**src/rtl/game_event_sequencer.sv**
```systemverilog
// Game-control stage ahead of the VGA picture selector: turns coin/abort/ball pulses into
// display events, runs the countdown, keeps score and the best-ever score.
module game_event_sequencer #(
  parameter int CLK_PER_SEC     = 100_000_000,
  parameter int GAME_SECS       = 60,
  parameter int POINTS_PER_SHOT = 2,
  parameter int END_HOLD        = 800_000_000
) (
  input  logic       clk,
  input  logic       onepulsed_rst,
  input  logic       coin_pulse,
  input  logic       abort_pulse,
  input  logic       hoop_pulse,
  input  logic       miss_pulse,
  output logic       io_game_start,
  output logic       io_game_abort,
  output logic       io_high_score,
  output logic       io_low_score,
  output logic       io_highest_score_ever,
  output logic [7:0] score,
  output logic [7:0] best_score,
  output logic [6:0] secs_left,
  output logic       playing
);

  // state   | meaning
  // IDLE    | waiting for a coin; last score and best score on display
  // PLAYING | countdown running, hoop/miss/abort pulses accepted
  // ENDING  | end-of-game level (abort or record) held for END_HOLD cycles
  typedef enum logic [1:0] {IDLE, PLAYING, ENDING} state_t;

  localparam logic [29:0] PRESCALE_LAST = 30'(CLK_PER_SEC - 1);
  localparam logic [29:0] HOLD_LAST     = 30'(END_HOLD - 1);
  localparam logic [6:0]  SECS_INIT     = 7'(GAME_SECS);
  localparam logic [8:0]  SHOT          = 9'(POINTS_PER_SHOT);

  state_t      state;
  logic [29:0] prescaler;
  logic [29:0] hold_cnt;

  logic       tick;
  logic       timeout;
  logic [8:0] score_sum;
  logic [7:0] score_hit;
  logic [7:0] score_next;

  assign tick       = (prescaler == PRESCALE_LAST);
  assign timeout    = tick && (secs_left == 7'd1);
  assign score_sum  = {1'b0, score} + SHOT;
  assign score_hit  = score_sum[8] ? 8'hFF : score_sum[7:0];
  // A hoop landing on the final tick still counts toward the record decision.
  assign score_next = hoop_pulse ? score_hit : score;

  always_ff @(posedge clk or posedge onepulsed_rst) begin
    if (onepulsed_rst) begin
      state                 <= IDLE;
      prescaler             <= '0;
      hold_cnt              <= '0;
      io_game_start         <= 1'b0;
      io_game_abort         <= 1'b0;
      io_high_score         <= 1'b0;
      io_low_score          <= 1'b0;
      io_highest_score_ever <= 1'b0;
      score                 <= '0;
      best_score            <= '0;
      secs_left             <= '0;
      playing               <= 1'b0;
    end else begin
      io_game_start <= 1'b0;
      io_high_score <= 1'b0;
      io_low_score  <= 1'b0;

      case (state)
        IDLE: begin
          if (coin_pulse) begin
            state         <= PLAYING;
            playing       <= 1'b1;
            score         <= '0;
            secs_left     <= SECS_INIT;
            prescaler     <= '0;
            io_game_start <= 1'b1;
          end
        end

        PLAYING: begin
          if (abort_pulse) begin
            state         <= ENDING;
            playing       <= 1'b0;
            hold_cnt      <= '0;
            io_game_abort <= 1'b1;
          end else begin
            if (hoop_pulse) begin
              score         <= score_hit;
              io_high_score <= 1'b1;
            end else if (miss_pulse) begin
              io_low_score <= 1'b1;
            end

            if (tick) begin
              prescaler <= '0;
              secs_left <= secs_left - 7'd1;
            end else begin
              prescaler <= prescaler + 30'd1;
            end

            if (timeout) begin
              state    <= ENDING;
              playing  <= 1'b0;
              hold_cnt <= '0;
              // A tie with the best score is not a record.
              if (score_next > best_score) begin
                best_score            <= score_next;
                io_highest_score_ever <= 1'b1;
              end else begin
                io_game_abort <= 1'b1;
              end
            end
          end
        end

        ENDING: begin
          if (hold_cnt == HOLD_LAST) begin
            state                 <= IDLE;
            io_game_abort         <= 1'b0;
            io_highest_score_ever <= 1'b0;
          end else begin
            hold_cnt <= (hold_cnt == '1) ? hold_cnt : hold_cnt + 30'd1;
          end
        end

        default: begin
          state                 <= IDLE;
          playing               <= 1'b0;
          io_game_abort         <= 1'b0;
          io_highest_score_ever <= 1'b0;
        end
      endcase
    end
  end

endmodule
```
**config.mk**
```make
export PLATFORM = sky130hd
export DESIGN_NAME = game_event_sequencer
export DESIGN_NICKNAME = d
export VERILOG_FILES = /design/src/rtl/game_event_sequencer.sv
export SDC_FILE = /design/constraint.sdc
export NUM_CORES = 1
export LEC_CHECK = 0
export ABC_AREA = 1
export BUFFER_PORTS_ARGS = -buffer_cell sky130_fd_sc_hd__buf_2
export CAP_MARGIN = 25
export CORE_ASPECT_RATIO = 2
export CORE_MARGIN = 5
export CORE_UTILIZATION = 45
export DETAILED_ROUTE_END_ITERATION = 8
export SYNTH_ARGS = -nofsm -noshare
export SYNTH_HDL_FRONTEND = slang
export SYNTH_SLANG_ARGS = --single-unit
```
**constraint.sdc**
```tcl
create_clock -name clk -period 5.7 [get_ports clk]
set_input_delay 0.57 -clock clk [delete_from_list [all_inputs] [get_ports clk]]
set_output_delay 0.57 -clock clk [all_outputs]
set_load 0.03 [all_outputs]
```
==> results.yml, run 1 <==
synth:
  synth_fp_nets: 929
  synth-compound-area-share: 0.05688
  ys_seq_elements: 91
  synth_xor_area_frac: 0.02896
  synth_edf_count: 0
  synth.largest_area_cell: "dfrtp_1"
  synthAdderAreaFrac: 0.02689
  synth_mux_area_frac: 0
  synth.distinct_cells: 40
  netlist_area_um2: 6050
  avgSynthCellArea_um2: 6.648
  synth_area_leaders: "dfrtp_1, nand2_1, nor2_1"
  ys.flop_type: "dfrtp_1"
  yosys-top-cells-count: "nand2_1, nor2_1, inv_1"
  synth_top_family_by_area: "simple AND/OR/NAND/NOR gates"
  yosys.area.top_type_share: 0.3764
  ys_seq_area_frac: 0.3764
  async_flop_share: 1.000
  synth.most_common_cell: "nand2_1"
  syn_inst: 910
  synthSimpleGateAreaFrac: 0.4281
  ys_warn_count: 0
clocking:
  cts_made_buffers: 9
  cts_root_buffer: "clkbuf_16"
  postCtsSetupBuffers: 0
  clock-sinks: 91
  clkLatencyLatePin_ps: 340
  cts_resized: 0
  h-tree-depth: 3
  cts_tree: "done"
  clk_pin_slew_ps: 70
  hold_buffers: 0
  cts.path.max_buffers: 2
sta:
  clock_skew_ps: 8.712
  finalSetupTns_ps: 0
  setup_violations: 0
  rsz0062_at_grt: "no"
  worstMarginPinSlew_ps: 897.4
  holdWs_ps: 187.8
  hold_viol: 0
  fmax_ghz: 0.3575
  fin_crit_ps: 2797
  finalCritPeriodShare: 0.4907
  slew_violations: 0
  maxSlewHeadroom: 0.4018
global_route:
  grt_use_total: 0.2237
  grt_pass1_wl_um: 28180
  antenna_found_initial: 0
  grt_pass1_vias: 5665
  grt_max_degree: 69
  gr-total-overflow: 0
detailed_routing:
  first_iter_violations: 217
  vias: 5695
  wirelength_um: 17110
  drc: 0
  drt_first_pass_iters: 5
  via_per_inst: 5.177
  routedWlPerCell_um: 15.55
  postRouteAntennaNets: 0
finish:
  area_growth_pct: 9.804
  final_layout_size_suffix_gt1_frac: 0.09524
  seqCellArea_um2: 2277
  nNetsFinal: 959
  antenna_cells: 0
  multi_input_area_um2: 3272
  design_area_um2: 6643
  n_fill_cell: 1415
placement:
  io_buffer_count: 34
  gp_congestion: 0.9630
  hpwl_um: 13220
  place_area_um2: 6319
setup_path:
  critPathRequiredTime_ps: 5930
  max_stage_delay_ps: 670
  crit_path_frequent_cell: "nand2_1"
  arrival_ps: 3030
  path_class: "flop to flop"
  crit_path_cell_trace: "ha_1, nand2_1, nor2_2, nand2_2, nor2_1, nand3_1, nand2_2, nand3_2, nand2_1, nand2_1"
  worstSetupStartpointType: "flop"
  cp_max_fo: 30
  crit_path_top_delay_cell: "nand3_2"
  worst_setup_path_end_kind: "flop"
die:
  initial_core_util: 0.4527
  die_w_um: 91.99
  pin_count: 35
  std_cell_rows: 60
  die_area_um2: 16000
  coreArea_um2: 13360
  fp.dieH_um: 174.0
status:
  outcome: "finished clean"
power:
  p_leak_uw: 0.003260
  finalPower_uw: 1325
  p_per_area_nw_per_um2: 199.5
  ir_worst_vdd_mv: 0.1455
worst_hold_path:
  hold_path.class: "primary input to async pin"
run:
  max_cap_violations: 0
-- cell type report --
cell class | instances | area share
clock inverters | 7 | 0.01488
repair buffers | 36 | 0.02788
well taps | 155 | 0.02920
clock buffers | 9 | 0.03390
flip-flops and latches | 91 | 0.3428
inverters | 103 | 0.05877
multi-input cells | 699 | 0.4926
-- layout by cell type, fill, tap and decap left out, types with 3 or more instances in the layout --
master	n
nand2_1	299
nor2_1	158
inv_1	95
dfrtp_1	91
nand3_1	75
o21ai_0	34
buf_2	34
nand4_1	23
xor2_1	16
a21oi_1	15
ha_1	13
nor3_1	12
clkbuf_16	9
nor2_2	7
nand2_2	7
nor2_4	5
nand3b_1	4
inv_2	4
xnor2_1	4
o21bai_1	4
or2_2	4
o21ai_2	3
-- cell families (layout without fill, tap and decap cells) --
logic type	Yosys count	after routing
buffers and inverters	120	155
DFF	91	91
adders and majority gates	13	13
AOI/OAI and AO/OA	62	62
and+or+nand+nor	604	604
xor gates and xnor gates	20	20
-- worst max-delay path, delay by kind of cell, from the launching register on --
kind                       cells  cell delay [ps]
and+or+nand+nor                9             2040
adders and majority gates      1              200
DFF                            1              420
-- metrics by stage --
stage / std cells / utilization / setup WS [ps]
2_1_floorplan: 910 / - / 2766
3_3_place_gp: 1084 / 0.4728 / 2878
3_5_place_dp: 1084 / 0.4728 / 2876
4_1_cts: 1100 / 0.4971 / 2870
5_1_grt: 1100 / 0.4971 / 2594
6_report: 1100 / 0.4971 / 2903
-- flip-flops by register name (all words and copies together) (netlist names) --
register / count
prescaler: 30
playing: 1
score: 8
state: 2
io_low_score: 1
io_high_score: 1
io_game_abort: 1
io_highest_score_ever: 1
best_score: 8
io_game_start: 1
secs_left: 7
hold_cnt: 30
-- metal layers --
metal,share of wire,track usage,wire (µm)
met1,0.36,0.2239,6092
met4,0.057,0.1321,969
met2,0.57,0.4274,9684
met5,0,0,0
met3,0.021,0.02858,360
-- report_power, final --
group          switching, µW  leakage (µW)  internal [µW]  total [µW]
clock network            271      0.000156            388         659
registers                  0       0.00112            645         645
logic                   17.9       0.00198           3.44        21.4
total                    289       0.00326           1040        1330
-- worst paths after layout --
kind / startpoint / to / slack (ps) / cells past startpoint
setup / recovery: prescaler[0]$_DFFE_PP0P_ / hold_cnt[1]$_DFFE_PP0P_ / 2900 / 10
hold / removal: onepulsed_rst / hold_cnt[28]$_DFFE_PP0P_ / 190 / 2
setup reg to reg: prescaler[0]$_DFFE_PP0P_ / hold_cnt[1]$_DFFE_PP0P_ / 2900 / 10
hold reg to reg: best_score[7]$_DFFE_PP0P_ / best_score[7]$_DFFE_PP0P_ / 510 / 2
max in group asynchronous: onepulsed_rst / io_low_score$_DFF_PP0_ / 4300 / 3
min in group clk: miss_pulse / io_low_score$_DFF_PP0_ / 470 / 3
Note: power is estimated with default switching activity, not from simulation.
==> run 2, diff against run 1 <==
- clock period: 5.7 -> 2.71 ns (I/O delays scaled with it)
==> run 2 against run 1 <==
Against the previous run:
- worst hold slack worse by 31 ps
- via count rose by 1.7%
- clock power up 110%
- setup slack got worse by 2600 ps
==> results.yml, run 2 (synthesis gave the netlist of run 1 again) <==
sta:
  slew_violations: 0
  finalCritPeriodShare: 0.8783
  setup_violations: 0
  holdWs_ps: 157.1
  fmax_ghz: 0.4201
  fin_crit_ps: 2380
  rsz0062_at_grt: "no"
  finalSetupTns_ps: 0
  maxSlewHeadroom: 0.6525
  clock_skew_ps: 13.36
  worstMarginPinSlew_ps: 520.7
  hold_viol: 0
clocking:
  clkLatencyLatePin_ps: 350
  cts_tree: "done"
  cts_made_buffers: 9
  postCtsSetupBuffers: 0
  h-tree-depth: 3
  clock-sinks: 91
  cts.path.max_buffers: 2
  clk_pin_slew_ps: 70
  cts_root_buffer: "clkbuf_16"
detailed_routing:
  postRouteAntennaNets: 0
  first_iter_violations: 188
  wirelength_um: 17500
  drc: 0
  routedWlPerCell_um: 15.75
  vias: 5794
  drt_first_pass_iters: 5
  via_per_inst: 5.215
finish:
  reg_top3: "hold_cnt x30, prescaler x30"
  final_cell_mix: "nand2_1, nor2_1, inv_1"
  antenna_cells: 0
  seqCellArea_um2: 2278
  design_area_um2: 6754
  multi_input_area_um2: 3272
  final_layout_size_suffix_gt1_frac: 0.1067
  final_common_cell: "nand2_1"
  n_fill_cell: 1432
  nNetsFinal: 970
  area_growth_pct: 11.64
setup_path:
  crit_path_frequent_cell: "nand2_1"
  critPathRequiredTime_ps: 2940
  worstSetupStartpointType: "flop"
  arrival_ps: 2610
  crit_path_top_delay_cell: "dfrtp_1"
  worst-path-buf-inv: 2
  path_class: "flop to flop"
  cp_max_fo: 9
  crit_path_cell_trace: "ha_1, nand4_1, nand3b_1, nand2_1, inv_1, ha_1, nand2_1, nor2_1, nand2_1, nand2_1, nand2_1, inv_2, nand2_2, nand2_1, nand2_1"
  worst_setup_path_end_kind: "flop"
  crit_family: "simple AND/OR/NAND/NOR gates"
  max_stage_delay_ps: 410
power:
  comb_power_share: 0.017
  ir_worst_vdd_mv: 0.2703
  p_clk_frac: 0.496
  p_per_area_nw_per_um2: 413.1
  switching_power_uw: 605.1
  p_int_uw: 2185
  p_leak_uw: 0.003336
  switching_share: 0.2169
  power_frac_seq: 0.487
global_route:
  gr-total-overflow: 0
  grt_max_degree: 70
  antenna_found_initial: 0
  grt_use_total: 0.2252
  grt_pass1_wl_um: 28320
  grt_pass1_vias: 5662
die:
  pin_count: 35
  die_area_um2: 16000
  initial_core_util: 0.4527
  die_w_um: 91.99
  coreArea_um2: 13360
  fp.dieH_um: 174.0
  std_cell_rows: 60
placement:
  hpwl_um: 13720
  place_area_um2: 6419
  gp_congestion: 0.9473
  io_buffer_count: 34
status:
  outcome: "finished clean"
run:
  max_cap_violations: 0
worst_hold_path:
  hold_path.class: "primary input to flop"
## run 2: cell types whose count changed in the layout (fill, tap and decap cells not counted), sizes merged
cell,previous run,this run
clkinvlp,1,0
inv,102,103
buf,36,46
dlygate4sd3,0,1
## run 2: what timing repair did
action                                 in CTS  in global routing
endpoints found under the hold margin      22                  0
hold buffers                                1                  0
setup endpoints to repair                   0                  8
resized for setup                           0                  3
## run 2: final timing paths
kind / start / endpoint / slack (ps) / cells after the start
min: miss_pulse / io_low_score$_DFF_PP0_ / 160 / 3
min in group asynchronous: onepulsed_rst / secs_left[1]$_DFFE_PP0P_ / 450 / 3
min reg2reg: best_score[7]$_DFFE_PP0P_ / best_score[7]$_DFFE_PP0P_ / 500 / 2
max in group asynchronous: onepulsed_rst / score[1]$_DFFE_PP0P_ / 1570 / 4
max reg2reg: score[2]$_DFFE_PP0P_ / best_score[0]$_DFFE_PP0P_ / 330 / 15
max: score[2]$_DFFE_PP0P_ / best_score[0]$_DFFE_PP0P_ / 330 / 15
## run 2: power groups by stage
stage	Clock (µW)	Combinational, µW	Sequential [µW]
floorplan	0	29.4	1380
global placement	0	48.9	1380
detailed placement	0	49.5	1380
CTS	1420	50.6	1360
global route	1480	56.1	1360
finish	1380	47.8	1360
## run 2: routing by layer
layer	up-vias	track usage	routed length, µm
met2	95	0.4591	10340
met5	-	0	0
li1	2950	-	-
met1	2710	0.2160	6027
met3	39	0.02165	387
met4	0	0.1055	748
## run 2: cell type report
class                           count  share of cell area
Sequential cell                    91              0.3373
Clock inverter                      7             0.01464
Inverter                          103             0.05780
Timing Repair Buffer               47             0.04372
Clock buffer                        9             0.03335
Tap cell                          155             0.02871
Multi-Input combinational cell    699              0.4844
## run 2: worst register-to-register path: cells and delay by family, from the launching register on
kind                     cells  cell delay (ps)
AND/OR/NAND/NOR             11             1230
buffers and inverters        2              170
adder cells (fa/ha/maj)      2              490
flip-flops                   1              410
## run 2: stage by stage
stage / setup WS, ps / total power (µW) / util / std cells
4_1_cts: 185.3 / 2830 / 0.5053 / 1111
3_3_place_gp: 242.1 / 1432 / 0.4803 / 1094
6_report: 329.9 / 2790 / 0.5054 / 1111
2_1_floorplan: 75.39 / 1413 / - / 910
3_5_place_dp: 190.9 / 1433 / 0.4803 / 1094
5_1_grt: 82.40 / 2889 / 0.5054 / 1111
==> run 3, diff against run 2 <==
- ABC_AREA: 1 -> not set
- clock period: 2.71 -> 2.5 ns (I/O delays scaled with it)
==> run 3 against run 2 <==
Against the previous run:
- the flow now finishes with violations (setup timing)
- synthesized cell count down 39%
- maximum frequency down 9.9%
- flip-flop and latch count unchanged
- area after synthesis down 16%
- power up 94%
- global-route usage down 2.4 points
- sequential share of layout area up 3.2 points
- setup slack worse by 470 ps
- first-iteration DRC count up 19%
- critical path depth down 4
- critical path type unchanged
==> results.yml, run 3 <==
synth:
  synth_edf_count: 0
  netlist_area_um2: 5079
  avgSynthCellArea_um2: 9.151
  synth_xor_area_frac: 0.05001
  ys_seq_elements: 91
  syn_inst: 555
  synth-compound-area-share: 0.1840
  synthSimpleGateAreaFrac: 0.2340
  ys_seq_area_frac: 0.4484
  synth_mux_area_frac: 0.01749
  yosys-top-cells-count: "dfrtp_1, nand2_1, nor2_1"
  async_flop_share: 1.000
  yosys.area.top_type_share: 0.4484
  ys_warn_count: 0
  synth.most_common_cell: "dfrtp_1"
  synth_area_leaders: "dfrtp_1, nand2_1, nor2_1"
  ys.flop_type: "dfrtp_1"
  synth_top_family_by_area: "simple AND/OR/NAND/NOR gates"
  synthAdderAreaFrac: 0.03203
  synth_fp_nets: 574
  synth.largest_area_cell: "dfrtp_1"
  synth.distinct_cells: 60
sta:
  worstMarginPinSlew_ps: 754.8
  setup_violations: 8
  rsz0062_at_grt: "yes"
  fin_crit_ps: 2643
  hold_viol: 0
  fmax_ghz: 0.3783
  clock_skew_ps: 10.82
  slew_violations: 0
  finalSetupTns_ps: -841.3
  layout_setup_ws_ps: -143.1
  finalCritPeriodShare: 1.057
  maxSlewHeadroom: 0.4949
setup_path:
  reg2reg_slack_ps: -140
  crit_path_top_delay_cell: "dfrtp_2"
  arrival_ps: 2860
  cp_max_fo: 5
  worst_setup_path_end_kind: "flop"
  worst-path-buf-inv: 0
  worstReg2RegStart: "score[2]$_DFFE_PP0P_"
  rr_worst_depth: 11
  crit_start: "score[2]$_DFFE_PP0P_"
  critPathRequiredTime_ps: 2720
  crit_family: "compound AO/OA/AOI/OAI gates"
  path_class: "flop to flop"
  worstSetupStartpointType: "flop"
  cp.depth: 11
  max_stage_delay_ps: 410
  cp-endpoint: "best_score[1]$_DFFE_PP0P_"
  rr_endpoint: "best_score[1]$_DFFE_PP0P_"
  crit_path_cell_trace: "and4_4, and2_4, nand2_2, nor2_2, a21oi_2, ha_1, nand4_1, o21ai_2, a211oi_2, o21a_2, mux2_4"
finish:
  area_growth_pct: 21.95
  nNetsFinal: 651
  reg_top3: "hold_cnt x30, prescaler x30"
  final_cell_count_no_fill: 779
  multi_input_area_um2: 2766
  final_cell_mix: "dfrtp_1, nand2_1, nor2_1"
  n_fill_cell: 1066
  fin_util: 0.5521
  final_layout_size_suffix_gt1_frac: 0.2245
  seqCellArea_um2: 2285
  final_common_cell: "dfrtp_1"
  antenna_cells: 0
  design_area_um2: 6193
placement:
  place_inst: 758
  io_buffer_count: 34
  pre_cts_ws_ps: -204.6
  hpwl_um: 9896
  gp_congestion: 0.9016
  place_area_um2: 5718
power:
  ir_worst_vdd_mv: 0.5279
  p_leak_uw: 0.002774
  p_per_area_nw_per_um2: 874.1
status:
  violations: "setup timing"
  outcome: "finished, violations left"
clocking:
  cts.path.max_buffers: 2
  cts_tree: "done"
  h-tree-depth: 3
  clock-sinks: 91
  clk_pin_slew_ps: 70
  cts_root_buffer: "clkbuf_16"
  cts_made_buffers: 9
  clkLatencyLatePin_ps: 340
die:
  initial_core_util: 0.4528
  fp.dieH_um: 160.2
  die_area_um2: 13640
  std_cell_rows: 55
  pin_count: 35
  die_w_um: 85.12
  coreArea_um2: 11220
worst_hold_path:
  hold_path.class: "primary input to async pin"
global_route:
  grt_max_degree: 63
  antenna_found_initial: 0
  grt_pass1_wl_um: 22250
  grt_pass1_vias: 4521
  grt_use_total: 0.2012
  gr-total-overflow: 0
detailed_routing:
  drc: 0
  drt_first_pass_iters: 4
  wirelength_um: 13130
  vias: 4446
  postRouteAntennaNets: 0
  routedWlPerCell_um: 16.85
  first_iter_violations: 223
  via_per_inst: 5.707
run:
  max_cap_violations: 0
-- run 3: cell count changes after synthesis, sizes merged, moves of 16 or more --
cell   previous run  this run
a21o              1        17
nand3            78        18
nor2            170        59
a31oi             0        26
a21oi            15        31
nand2           308        64
inv             100        20
-- run 3: kinds of logic after synthesis --
group           after synthesis
flops                        91
simple gates                231
buf+inv                      39
xor+xnor                     29
fa+ha+maj                    13
mux                           8
compound gates              144
-- run 3: final cells by class --
class / instances / share of cell area
multi-input cells: 426 / 0.4467
clock buffers: 9 / 0.03636
well taps: 142 / 0.02869
clock inverters: 7 / 0.01636
repair buffers: 82 / 0.08889
inverters: 22 / 0.01414
flip-flops and latches: 91 / 0.3689
-- run 3: worst min-delay path by stage --
stage / end / slack, ps / cells after the start
3_3_place_gp: hold_cnt[16]$_DFFE_PP0P_ / 380 / 2
6_report: hold_cnt[16]$_DFFE_PP0P_ / 10 / 2
4_1_cts: hold_cnt[16]$_DFFE_PP0P_ / 20 / 2
2_1_floorplan: io_low_score$_DFF_PP0_ / 410 / 1
5_1_grt: hold_cnt[16]$_DFFE_PP0P_ / 50 / 2
3_5_place_dp: hold_cnt[16]$_DFFE_PP0P_ / 390 / 2
-- run 3: through the flow --
step           power (µW)  hold WS (ps)
2_1_floorplan        3304         411.1
3_3_place_gp         3859         379.1
3_5_place_dp         3900         392.6
4_1_cts              5421         22.74
5_1_grt              5750         54.71
6_report             5414         13.07
-- run 3: routing by layer --
layer	up-vias	wire length [µm]	GRT usage	share of wire
met5	-	0	0	0
met4	0	448	0.09222	0.034
met3	32	399	0.03098	0.030
met2	84	7111	0.3601	0.54
met1	2164	5169	0.2294	0.39
li1	2166	-	-	-
-- run 3: timing repair --
item,in CTS,in global routing
pin swaps,2,12
resized for setup,5,21
buffers inserted,2,2
endpoints found under the setup margin,13,28
endpoints found under the hold margin,0,0
hold buffers,0,0
cloned,1,0
-- run 3: power breakdown --
part | total, µW | switching (µW) | leakage (µW) | internal [µW]
Combinational | 1900 | 1180 | 0.00143 | 718
Sequential | 2020 | 291 | 0.00120 | 1730
Clock | 1500 | 613 | 0.000146 | 883
Total | 5410 | 2080 | 0.00277 | 3330
